===== config.mk =====
export PLATFORM = sky130hd
export DESIGN_NAME = issue_scheduler_flat
export DESIGN_NICKNAME = d
export VERILOG_FILES = /design/src/rtl/issue_scheduler_if.sv /design/src/rtl/issue_scheduler.sv /design/src/flat_wrapper.sv
export SDC_FILE = /design/constraint.sdc
export NUM_CORES = 1
export LEC_CHECK = 0
export BUFFER_PORTS_ARGS = -buffer_cell sky130_fd_sc_hd__buf_2
export CAP_MARGIN = 20
export CORE_MARGIN = 3
export CORE_UTILIZATION = 39
export DETAILED_ROUTE_END_ITERATION = 10
export HOLD_SLACK_MARGIN = 0.12
export PLACE_DENSITY = 0.95
export SYNTH_ARGS = -nofsm -noshare
export SYNTH_HDL_FRONTEND = slang
export SYNTH_SLANG_ARGS = --single-unit

===== constraint.sdc =====
create_clock -name clk -period 6.1 [get_ports clk]
set_clock_uncertainty 0.15 [all_clocks]
set_input_delay 0.305 -clock clk [delete_from_list [all_inputs] [get_ports clk]]
set_output_delay 0.305 -clock clk [all_outputs]
set_load 0.005 [all_outputs]

===== src/rtl/issue_scheduler_if.sv =====
// Handshake bundle between the reservation stations, the issue scheduler and the FU/CDB stage.
// master drives stations/FU side; slave is the scheduler.
interface issue_scheduler_if #(
    parameter int unsigned NUM_RS       = 4,
    parameter int unsigned RS_IDX_WIDTH = 2,
    parameter int unsigned ROB_TAG_LEN  = 6,
    parameter int unsigned XLEN         = 32
);
    logic [NUM_RS-1:0]                  rs_ready;
    logic [NUM_RS-1:0][ROB_TAG_LEN-1:0] rs_dst_tag;
    logic                               hold;
    logic                               flush;
    logic [XLEN-1:0]                    fu_result;
    logic [NUM_RS-1:0]                  rs_issue;
    logic                               grant_valid;
    logic [RS_IDX_WIDTH-1:0]            grant_idx;
    logic                               wakeup;
    logic [ROB_TAG_LEN-1:0]             wakeup_tag;
    logic [XLEN-1:0]                    wakeup_value;
    logic [3:0]                         inflight;

    modport master (
        output rs_ready, rs_dst_tag, hold, flush, fu_result,
        input  rs_issue, grant_valid, grant_idx, wakeup, wakeup_tag, wakeup_value, inflight
    );

    modport slave (
        input  rs_ready, rs_dst_tag, hold, flush, fu_result,
        output rs_issue, grant_valid, grant_idx, wakeup, wakeup_tag, wakeup_value, inflight
    );
endinterface


===== src/rtl/issue_scheduler.sv =====
// Round-robin issue of NUM_RS reservation stations onto one fixed-latency FU, with a
// latency-matched tag delay line that broadcasts the result back as a wakeup.
module issue_scheduler #(
    parameter int unsigned NUM_RS       = 4,
    parameter int unsigned RS_IDX_WIDTH = 2,
    parameter int unsigned FU_LATENCY   = 1,
    parameter int unsigned ROB_TAG_LEN  = 6,
    parameter int unsigned XLEN         = 32
) (
    input logic              clk,
    input logic              reset,
    issue_scheduler_if.slave bus
);
    localparam logic [RS_IDX_WIDTH:0]   NumRsW  = (RS_IDX_WIDTH + 1)'(NUM_RS);
    localparam logic [RS_IDX_WIDTH-1:0] LastIdx = RS_IDX_WIDTH'(NUM_RS - 1);

    logic [RS_IDX_WIDTH-1:0]                rr_ptr_q, rr_ptr_d;
    logic [NUM_RS-1:0]                      cand;
    logic [NUM_RS-1:0]                      rs_issue;
    logic                                   grant_valid;
    logic [RS_IDX_WIDTH-1:0]                grant_idx;
    logic [RS_IDX_WIDTH:0]                  sum;
    logic [RS_IDX_WIDTH-1:0]                sel;
    logic [FU_LATENCY-1:0]                  valid_q;
    logic [FU_LATENCY-1:0][ROB_TAG_LEN-1:0] tag_q;
    logic [3:0]                             inflight_q, inflight_d;
    logic                                   wakeup;

    // Reset is treated like a flush so nothing issues or wakes while it is asserted.
    always_comb begin
        cand        = bus.rs_ready & ~{NUM_RS{bus.hold | bus.flush | reset}};
        grant_valid = 1'b0;
        grant_idx   = '0;
        rs_issue    = '0;
        sum         = '0;
        sel         = '0;
        for (int unsigned i = 0; i < NUM_RS; i++) begin
            sum = {1'b0, rr_ptr_q} + (RS_IDX_WIDTH + 1)'(i);
            if (sum >= NumRsW) begin
                sum = sum - NumRsW;
            end
            sel = sum[RS_IDX_WIDTH-1:0];
            if (!grant_valid && cand[sel]) begin
                grant_valid = 1'b1;
                grant_idx   = sel;
            end
        end
        if (grant_valid) begin
            rs_issue[grant_idx] = 1'b1;
        end
    end

    always_comb begin
        rr_ptr_d = rr_ptr_q;
        if (grant_valid) begin
            rr_ptr_d = (grant_idx == LastIdx) ? '0 : grant_idx + 1'b1;
        end
    end

    assign wakeup     = valid_q[FU_LATENCY-1] & ~bus.flush & ~reset;
    assign inflight_d = bus.flush ? 4'd0 : inflight_q + 4'(grant_valid) - 4'(wakeup);

    always_ff @(posedge clk) begin
        if (reset) begin
            rr_ptr_q   <= '0;
            valid_q    <= '0;
            tag_q      <= '0;
            inflight_q <= '0;
        end else begin
            rr_ptr_q   <= rr_ptr_d;
            valid_q[0] <= grant_valid;
            tag_q[0]   <= bus.rs_dst_tag[grant_idx];
            for (int i = 1; i < FU_LATENCY; i++) begin
                valid_q[i] <= valid_q[i-1];
                tag_q[i]   <= tag_q[i-1];
            end
            // Tags are left stale on flush; only the valids matter.
            if (bus.flush) begin
                valid_q <= '0;
            end
            inflight_q <= inflight_d;
        end
    end

    assign bus.rs_issue     = rs_issue;
    assign bus.grant_valid  = grant_valid;
    assign bus.grant_idx    = grant_idx;
    assign bus.wakeup       = wakeup;
    assign bus.wakeup_tag   = reset ? '0 : tag_q[FU_LATENCY-1];
    assign bus.wakeup_value = wakeup ? bus.fu_result : {XLEN{1'b0}};
    assign bus.inflight     = inflight_q;
endmodule


===== src/flat_wrapper.sv =====
// flat-port wrapper written by rule: the top's interface ports become plain ports
module issue_scheduler_flat 
#(
    parameter int unsigned NUM_RS       = 4,
    parameter int unsigned RS_IDX_WIDTH = 2,
    parameter int unsigned FU_LATENCY   = 1,
    parameter int unsigned ROB_TAG_LEN  = 6,
    parameter int unsigned XLEN         = 32
)
  (clk, reset, bus_rs_ready, bus_rs_dst_tag, bus_hold, bus_flush, bus_fu_result, bus_rs_issue, bus_grant_valid, bus_grant_idx, bus_wakeup, bus_wakeup_tag, bus_wakeup_value, bus_inflight);
  issue_scheduler_if #(.NUM_RS(NUM_RS), .RS_IDX_WIDTH(RS_IDX_WIDTH), .ROB_TAG_LEN(ROB_TAG_LEN), .XLEN(XLEN)) bus_i ();
  input logic clk;
  input logic reset;
  input wire logic [$bits(bus_i.rs_ready)-1:0] bus_rs_ready;
  input wire logic [$bits(bus_i.rs_dst_tag)-1:0] bus_rs_dst_tag;
  input wire logic [$bits(bus_i.hold)-1:0] bus_hold;
  input wire logic [$bits(bus_i.flush)-1:0] bus_flush;
  input wire logic [$bits(bus_i.fu_result)-1:0] bus_fu_result;
  output wire logic [$bits(bus_i.rs_issue)-1:0] bus_rs_issue;
  output wire logic [$bits(bus_i.grant_valid)-1:0] bus_grant_valid;
  output wire logic [$bits(bus_i.grant_idx)-1:0] bus_grant_idx;
  output wire logic [$bits(bus_i.wakeup)-1:0] bus_wakeup;
  output wire logic [$bits(bus_i.wakeup_tag)-1:0] bus_wakeup_tag;
  output wire logic [$bits(bus_i.wakeup_value)-1:0] bus_wakeup_value;
  output wire logic [$bits(bus_i.inflight)-1:0] bus_inflight;
  assign bus_i.rs_ready = bus_rs_ready;
  assign bus_i.rs_dst_tag = bus_rs_dst_tag;
  assign bus_i.hold = bus_hold;
  assign bus_i.flush = bus_flush;
  assign bus_i.fu_result = bus_fu_result;
  assign bus_rs_issue = bus_i.rs_issue;
  assign bus_grant_valid = bus_i.grant_valid;
  assign bus_grant_idx = bus_i.grant_idx;
  assign bus_wakeup = bus_i.wakeup;
  assign bus_wakeup_tag = bus_i.wakeup_tag;
  assign bus_wakeup_value = bus_i.wakeup_value;
  assign bus_inflight = bus_i.inflight;
  issue_scheduler #(.NUM_RS(NUM_RS), .RS_IDX_WIDTH(RS_IDX_WIDTH), .FU_LATENCY(FU_LATENCY), .ROB_TAG_LEN(ROB_TAG_LEN), .XLEN(XLEN)) u_core (.clk(clk), .reset(reset), .bus(bus_i));
endmodule

## Yosys cells after proc, flatten, opt, wreduce, memory -nomap -nowiden

Index checks and enable logic that the tools add are counted.

| word-level totals | value |
|---|---|
| register bits after elaboration | 13 |
| logic and storage cells | 69 |
| output and inout bits | 50 |
| bits of input ports | 64 |

| operators by class | value |
|---|---|
| add/subtract/negate cells | 10 |
| magnitude comparators | 10 |
| muxes and demuxes | 28 |
| bitwise logic cells | 8 |
| reductions and logical operators | 8 |
| equal/unequal tests | 1 |

Operators with widths:

| cell | count |
|---|---|
| $mux 32 | 1 |
| $mux 2 | 9 |
| $lt 2x3->1 const B | 5 |
| $bmux 6 s2 | 1 |
| $mux 6 | 2 |
| $ge 3x3->1 const B | 3 |
| $mux 1 | 9 |
| $bmux 1 s2 | 4 |
| $sub 2x1->2 const B | 4 |
| $add 2x2->3 const B | 2 |
| $add 4x1->4 | 1 |
| $and 4x4->4 | 1 |
| $logic_and 1x1->1 | 4 |
| $mux 4 | 1 |
| $not 4->4 | 1 |
| $sub 4x1->4 | 1 |
| $add 2x1->3 const B | 1 |
| $ge 2x3->1 const B | 1 |
| $logic_not 1->1 | 3 |
| $add 2x1->2 const B | 1 |
| $and 1x1->1 | 2 |
| $demux 1 s2 | 1 |
| $eq 2x2->1 const B | 1 |
| $ge 2x1->1 const B | 1 |
| other kinds (3) | 5 |

## Logic depth before layout (Yosys ltp)

| depth | value |
|---|---|
| depth in word-level cells | 21 |
| mapped depth | 10 |
| gate-level depth less buffers | 10 |

## Worst setup path after synthesis

OpenSTA, ideal clock, no wires.

| path | value |
|---|---|
| path type | input to register |
| from | input port bus_hold |
| to | register u_core.inflight_q[2] (netlist: u_core.bus.inflight[2]) |
| buffers on the path | 0 |
| path slack | 3858 ps |
| stages | 9 |
| arrival time | 1963 ps |
| data required time | 5821 ps |
| setup time | 129 ps |
| cell sequence | nor3_4 > o31a_1 > inv_1 > ha_1 > inv_1 > ha_1 > fa_1 > xnor2_1 > nor3_1 |

| on the way | value |
|---|---|
| cells in the longest elaborated chain, start to end | 18 |
| elaborated cells on any way between the ends | 24 |
| those cells by class | add/sub: 2; mux: 12; bitwise: 4; reduce/logical: 6 |

Ends and longest elaborated chain:

| what | RTL line | text |
|---|---|---|
| start, declared | flat_wrapper.sv:16 | `input wire logic [$bits(bus_i.hold)-1:0] bus_hold;` |
| $or 1x1->1 (*) (2 in series) | issue_scheduler.sv:31 | `cand = bus.rs_ready & ~{NUM_RS{bus.hold \| bus.flush \| reset}};` |
| $not 4->4 (*) | issue_scheduler.sv:31 |  |
| $and 4x4->4 (*) | issue_scheduler.sv:31 |  |
| $bmux 1 s2 | issue_scheduler.sv:43 | `if (!grant_valid && cand[sel]) begin` |
| $mux 1 (not written as such) | issue_scheduler.sv:43 |  |
| $mux 1 | issue_scheduler.sv:43 |  |
| $logic_not 1->1 | issue_scheduler.sv:43 |  |
| $logic_and 1x1->1 | issue_scheduler.sv:43 |  |
| [... 2 more ...] | n/a |  |
| $logic_and 1x1->1 | issue_scheduler.sv:43 |  |
| $mux 1 | issue_scheduler.sv:43 |  |
| $logic_not 1->1 | issue_scheduler.sv:43 |  |
| $logic_and 1x1->1 | issue_scheduler.sv:43 |  |
| $mux 1 (*) | issue_scheduler.sv:43 |  |
| via bus_grant_valid | flat_wrapper.sv:20 | `output wire logic [$bits(bus_i.grant_valid)-1:0] bus_grant_valid;` |
| $add 4x1->4 (*) | issue_scheduler.sv:61 | `assign inflight_d = bus.flush ? 4'd0 : inflight_q + 4'(grant_valid) - 4'(wakeup);` |
| $sub 4x1->4 (*) | issue_scheduler.sv:61 |  |
| end signal, assigned | issue_scheduler.sv:81 | `inflight_q <= inflight_d;` |
| end, declared | issue_scheduler.sv:26 | `logic [3:0] inflight_q, inflight_d;` |

Mark *: on every way through the listed nets, which the timed path passes. The rest lies on a longest branch. The select of a mux whose other input is x is not followed.
A chain may end at the register's enable or synchronous reset.

## Final worst setup path

| path | value |
|---|---|
| from | input port bus_flush |
| to | output port bus_rs_issue[0] |

| on the way | value |
|---|---|
| cells in the longest elaborated chain, start to end | 21 |
| elaborated cells on any way between the ends | 32 |
| those cells by class | order compare: 2; mux: 19; bitwise: 4; reduce/logical: 7 |

Ends and longest elaborated chain:

| what | RTL line | text |
|---|---|---|
| start, declared | flat_wrapper.sv:17 | `input wire logic [$bits(bus_i.flush)-1:0] bus_flush;` |
| $or 1x1->1 (*) (2 in series) | issue_scheduler.sv:31 |  |
| $not 4->4 (*) | issue_scheduler.sv:31 |  |
| $and 4x4->4 (*) | issue_scheduler.sv:31 |  |
| $bmux 1 s2 | issue_scheduler.sv:43 |  |
| $mux 1 (not written as such) | issue_scheduler.sv:43 |  |
| $mux 1 | issue_scheduler.sv:43 |  |
| $logic_not 1->1 | issue_scheduler.sv:43 |  |
| $logic_and 1x1->1 | issue_scheduler.sv:43 |  |
| [... 4 more ...] | n/a |  |
| $logic_not 1->1 | issue_scheduler.sv:43 |  |
| $logic_and 1x1->1 | issue_scheduler.sv:43 |  |
| $mux 2 | issue_scheduler.sv:43 |  |
| $lt 2x3->1 (not written as such) / $ge 2x1->1 (equally long branches) | issue_scheduler.sv:49 | `rs_issue[grant_idx] = 1'b1;` |
| $logic_and 1x1->1 (not written as such) | issue_scheduler.sv:49 |  |
| $mux 1 (not written as such) | issue_scheduler.sv:49 |  |
| $demux 1 s2 | n/a |  |
| $mux 4 (*) | issue_scheduler.sv:48 | `if (grant_valid) begin` |
| end, declared | flat_wrapper.sv:19 | `output wire logic [$bits(bus_i.rs_issue)-1:0] bus_rs_issue;` |

Mark *: on every way between the ends. The rest lies on a longest branch, timed or not. The select of a mux whose other input is x is not followed.

==> flow_summary.json <==
{
  "status": "finished, final reports clean",
  "nFillCells": 253,
  "initial_utilization_pct": 41.84,
  "crit_required_ns": 5.64,
  "multi_input_comb_area_um2": 825.8,
  "areaGrowthSynthToFinish_pct": 49.37,
  "path_class": "primary input to primary output",
  "die_area_um2": 3732,
  "post-route-util_pct": 62.49,
  "diodes": 0,
  "synth_area_leaders": "dfxtp_1 22%, and3_1 17%, mux2i_1 11%, ha_1 8.5%, and2_1 3.7%",
  "slew_headroom_pct": 38.88,
  "rsz0062_at_grt": "no",
  "wire_per_inst_um": 13.46,
  "fmax_mhz": 308.1,
  "min_period_ns": 3.245,
  "drive_gt1_share_pct": 50.61,
  "grt-ovfl-total": 0,
  "core_um2": 2829,
  "drv_cap": 0,
  "clkTransAtPathRegs_ns": 0.08,
  "synth_edf_count": 0,
  "synth_cell_type_count": 35,
  "hold_depth": 3,
  "worst_setup_path_start_kind": "primary input",
  "holdPathEnd": "u_core.tag_q[1]$_SDFF_PP0_",
  "worstPathArrival_ns": 2.79,
  "ys_warn_count": 0,
  "route.detailed.drc": 0,
  "cts_max_path_buffers": 2,
  "timing.rr.start": "u_core.rr_ptr_q[0]$_SDFFE_PP0P_",
  "cts_tree": "built",
  "syn_inst": 138,
  "num_io_pins": 114,
  "ant_nets": 0,
  "synth_ff_type": "dfxtp_1",
  "grt_pass1_vias": 1190,
  "hp-start": "bus_rs_dst_tag[13]",
  "clockRootBuffer": "clkbuf_4",
  "dp_hpwl_mm": 3.054,
  "ff2ff_path_depth": 6,
  "first_pass_iters": 4,
  "numCtsBuffers": 3,
  "finalHoldViolations": 0,
  "grt_start_max_net_pins": 36,
  "grt_pass1_wl_mm": 5.119,
  "clock_sinks": 13,
  "fin_nets": 321,
  "syn_area_per_cell_um2": 8.577,
  "synth_top_area_share_pct": 21.99,
  "htreeDepth": 1,
  "syn-num-nets": 211,
  "slew_viol_final": 0,
  "setup_viol": 0,
  "worstPathMaxFanout": 16,
  "min_path_type": "primary input to register",
  "drt_iter0_markers": 60,
  "end_kind": "primary output",
  "ir_drop_mv": 0.1174,
  "seqCellArea_um2": 260.3,
  "rrSetupSlack_ns": 3.58,
  "antenna_found_initial": 0,
  "rows": 19,
  "synth-seq-cells": 13,
  "yosysSeqAreaShare_pct": 21.99,
  "r2r_end": "u_core.rr_ptr_q[1]$_SDFFE_PP0P_",
  "io_buffer_count": 113,
  "worst_slew_pin_slew_ns": 0.9139,
  "synthArstFlopShare_pct": 0,
  "via_per_inst": 5.029,
  "power_density_nw_per_um2": 114.6,
  "track_usage_pct": 18.46,
  "gp_congestion": 0.7623,
  "tns_ns": 0,
  "fp.dieH_um": 61.09,
  "synth.largest_area_cell": "dfxtp_1",
  "worstSkewPairLatency_ns": 0.28,
  "fp.dieW_um": 61.09,
  "routed_wl_mm": 3.743,
  "num_vias": 1398,
  "syn_area_um2": 1184,
  "fin_crit_sh_pct": 53.20,
  "leakagePower_nw": 1.081
}
## cell families after synthesis
group                    count (synthesis)  share of synthesized area (%)
AND/OR/NAND/NOR                         58                          30.44
AO/OA/AOI/OAI                           22                          15.12
buffers and inverters                   19                          8.247
multiplexers                            13                          10.99
flip-flops                              13                          21.99
adder cells (fa/ha/maj)                 10                          10.99
XOR/XNOR                                 3                          2.220
## what timing repair did
action                    4_1_cts  5_1_grt
hold endpoints to repair        2        0
gates resized for setup         0        0
buffers inserted                0        0
hold buffers                    1        0
## metrics by stage
stage          instance area (µm²)  cells  hold WS [ns]  setup WS, ns  total power [mW]
2_1_floorplan                 1184    138        0.2323         3.858            0.1196
3_3_place_gp                  1732    273        0.3979         3.436            0.1475
3_5_place_dp                  1732    273        0.4057         3.354            0.1500
4_1_cts                       1768    278        0.1524         2.874            0.2027
5_1_grt                       1768    278        0.1702         2.690            0.2128
6_report                      1768    278        0.1504         2.855            0.2026
## cells in the mapped netlist (2+ instances only)
master     n
o31a_1     2
o22ai_1    6
nor2_1     3
nand2b_1   2
xnor2_1    2
nor3_1     2
ha_1       8
inv_2      2
and2_1     7
a21oi_1    4
nor2b_1    7
clkbuf_1   7
mux2i_1   13
inv_1      7
dfxtp_1   13
and3_1    32
buf_8      2
nand2_1    2
## routing by layer
metal,part of all wire (%),global-route usage [%],vias to the layer above
li1,-,-,709
met1,36,18.44,594
met2,51,36.25,91
met3,12,4.193,4
met4,1.0,7.121,0
met5,0,0,-
## worst max-delay path, cell delays in order
cell           delay (ns)
dlygate4sd3_1        0.56
buf_2                0.16
nor3_4               0.30
o21ai_2              0.12
a211oi_4             0.78
inv_2                0.08
ha_1                 0.22
and2_1               0.14
buf_2                0.12
## state kept, by name, summed over array words and instances, names as in the netlist
register and cells:
u_core.valid_q 1, u_core.bus.inflight 4, u_core.tag_q 6, u_core.rr_ptr_q 2
## power by group
part	switching (mW)	internal (mW)
sequential	0.00307	0.0886
combinational	0.0264	0.0306
clock	0.0286	0.0254
total	0.0580	0.145
## final cells by class
class | instances | area share, %
sequential | 13 | 14.72
inverter | 9 | 1.911
clock buffer | 4 | 1.486
tap | 31 | 2.194
timing repair buffer | 115 | 32.98
multi-input combinational | 106 | 46.71
## worst max-delay path by stage
stage	from	end	cells past startpoint
detailed placement	bus_rs_ready[0]	bus_rs_issue[0]	8
finish	bus_flush	bus_rs_issue[0]	9
global route	bus_flush	bus_rs_issue[0]	9
global placement	bus_rs_ready[0]	bus_rs_issue[0]	8
CTS	bus_flush	bus_rs_issue[0]	9
floorplan	bus_hold	u_core.bus.inflight[2]$_SDFF_PP0_	9
## layout by cell type (no fill, tap or decap), types with 2 or more instances in the layout
cell type | synthesis | final
clkbuf_4 | 1 | 3
and2_1 | 7 | 7
mux2i_1 | 13 | 13
xnor2_1 | 2 | 2
nand2_1 | 2 | 2
o31a_1 | 2 | 2
inv_1 | 7 | 7
a21oi_1 | 4 | 4
nand2b_1 | 2 | 2
o22ai_1 | 6 | 6
ha_1 | 8 | 8
nor2_1 | 3 | 3
nor3_1 | 2 | 2
nor2b_1 | 7 | 7
buf_2 | 0 | 113
and3_1 | 32 | 32
inv_2 | 2 | 2
dfxtp_1 | 13 | 13
Power figures use the tool's default switching activity.
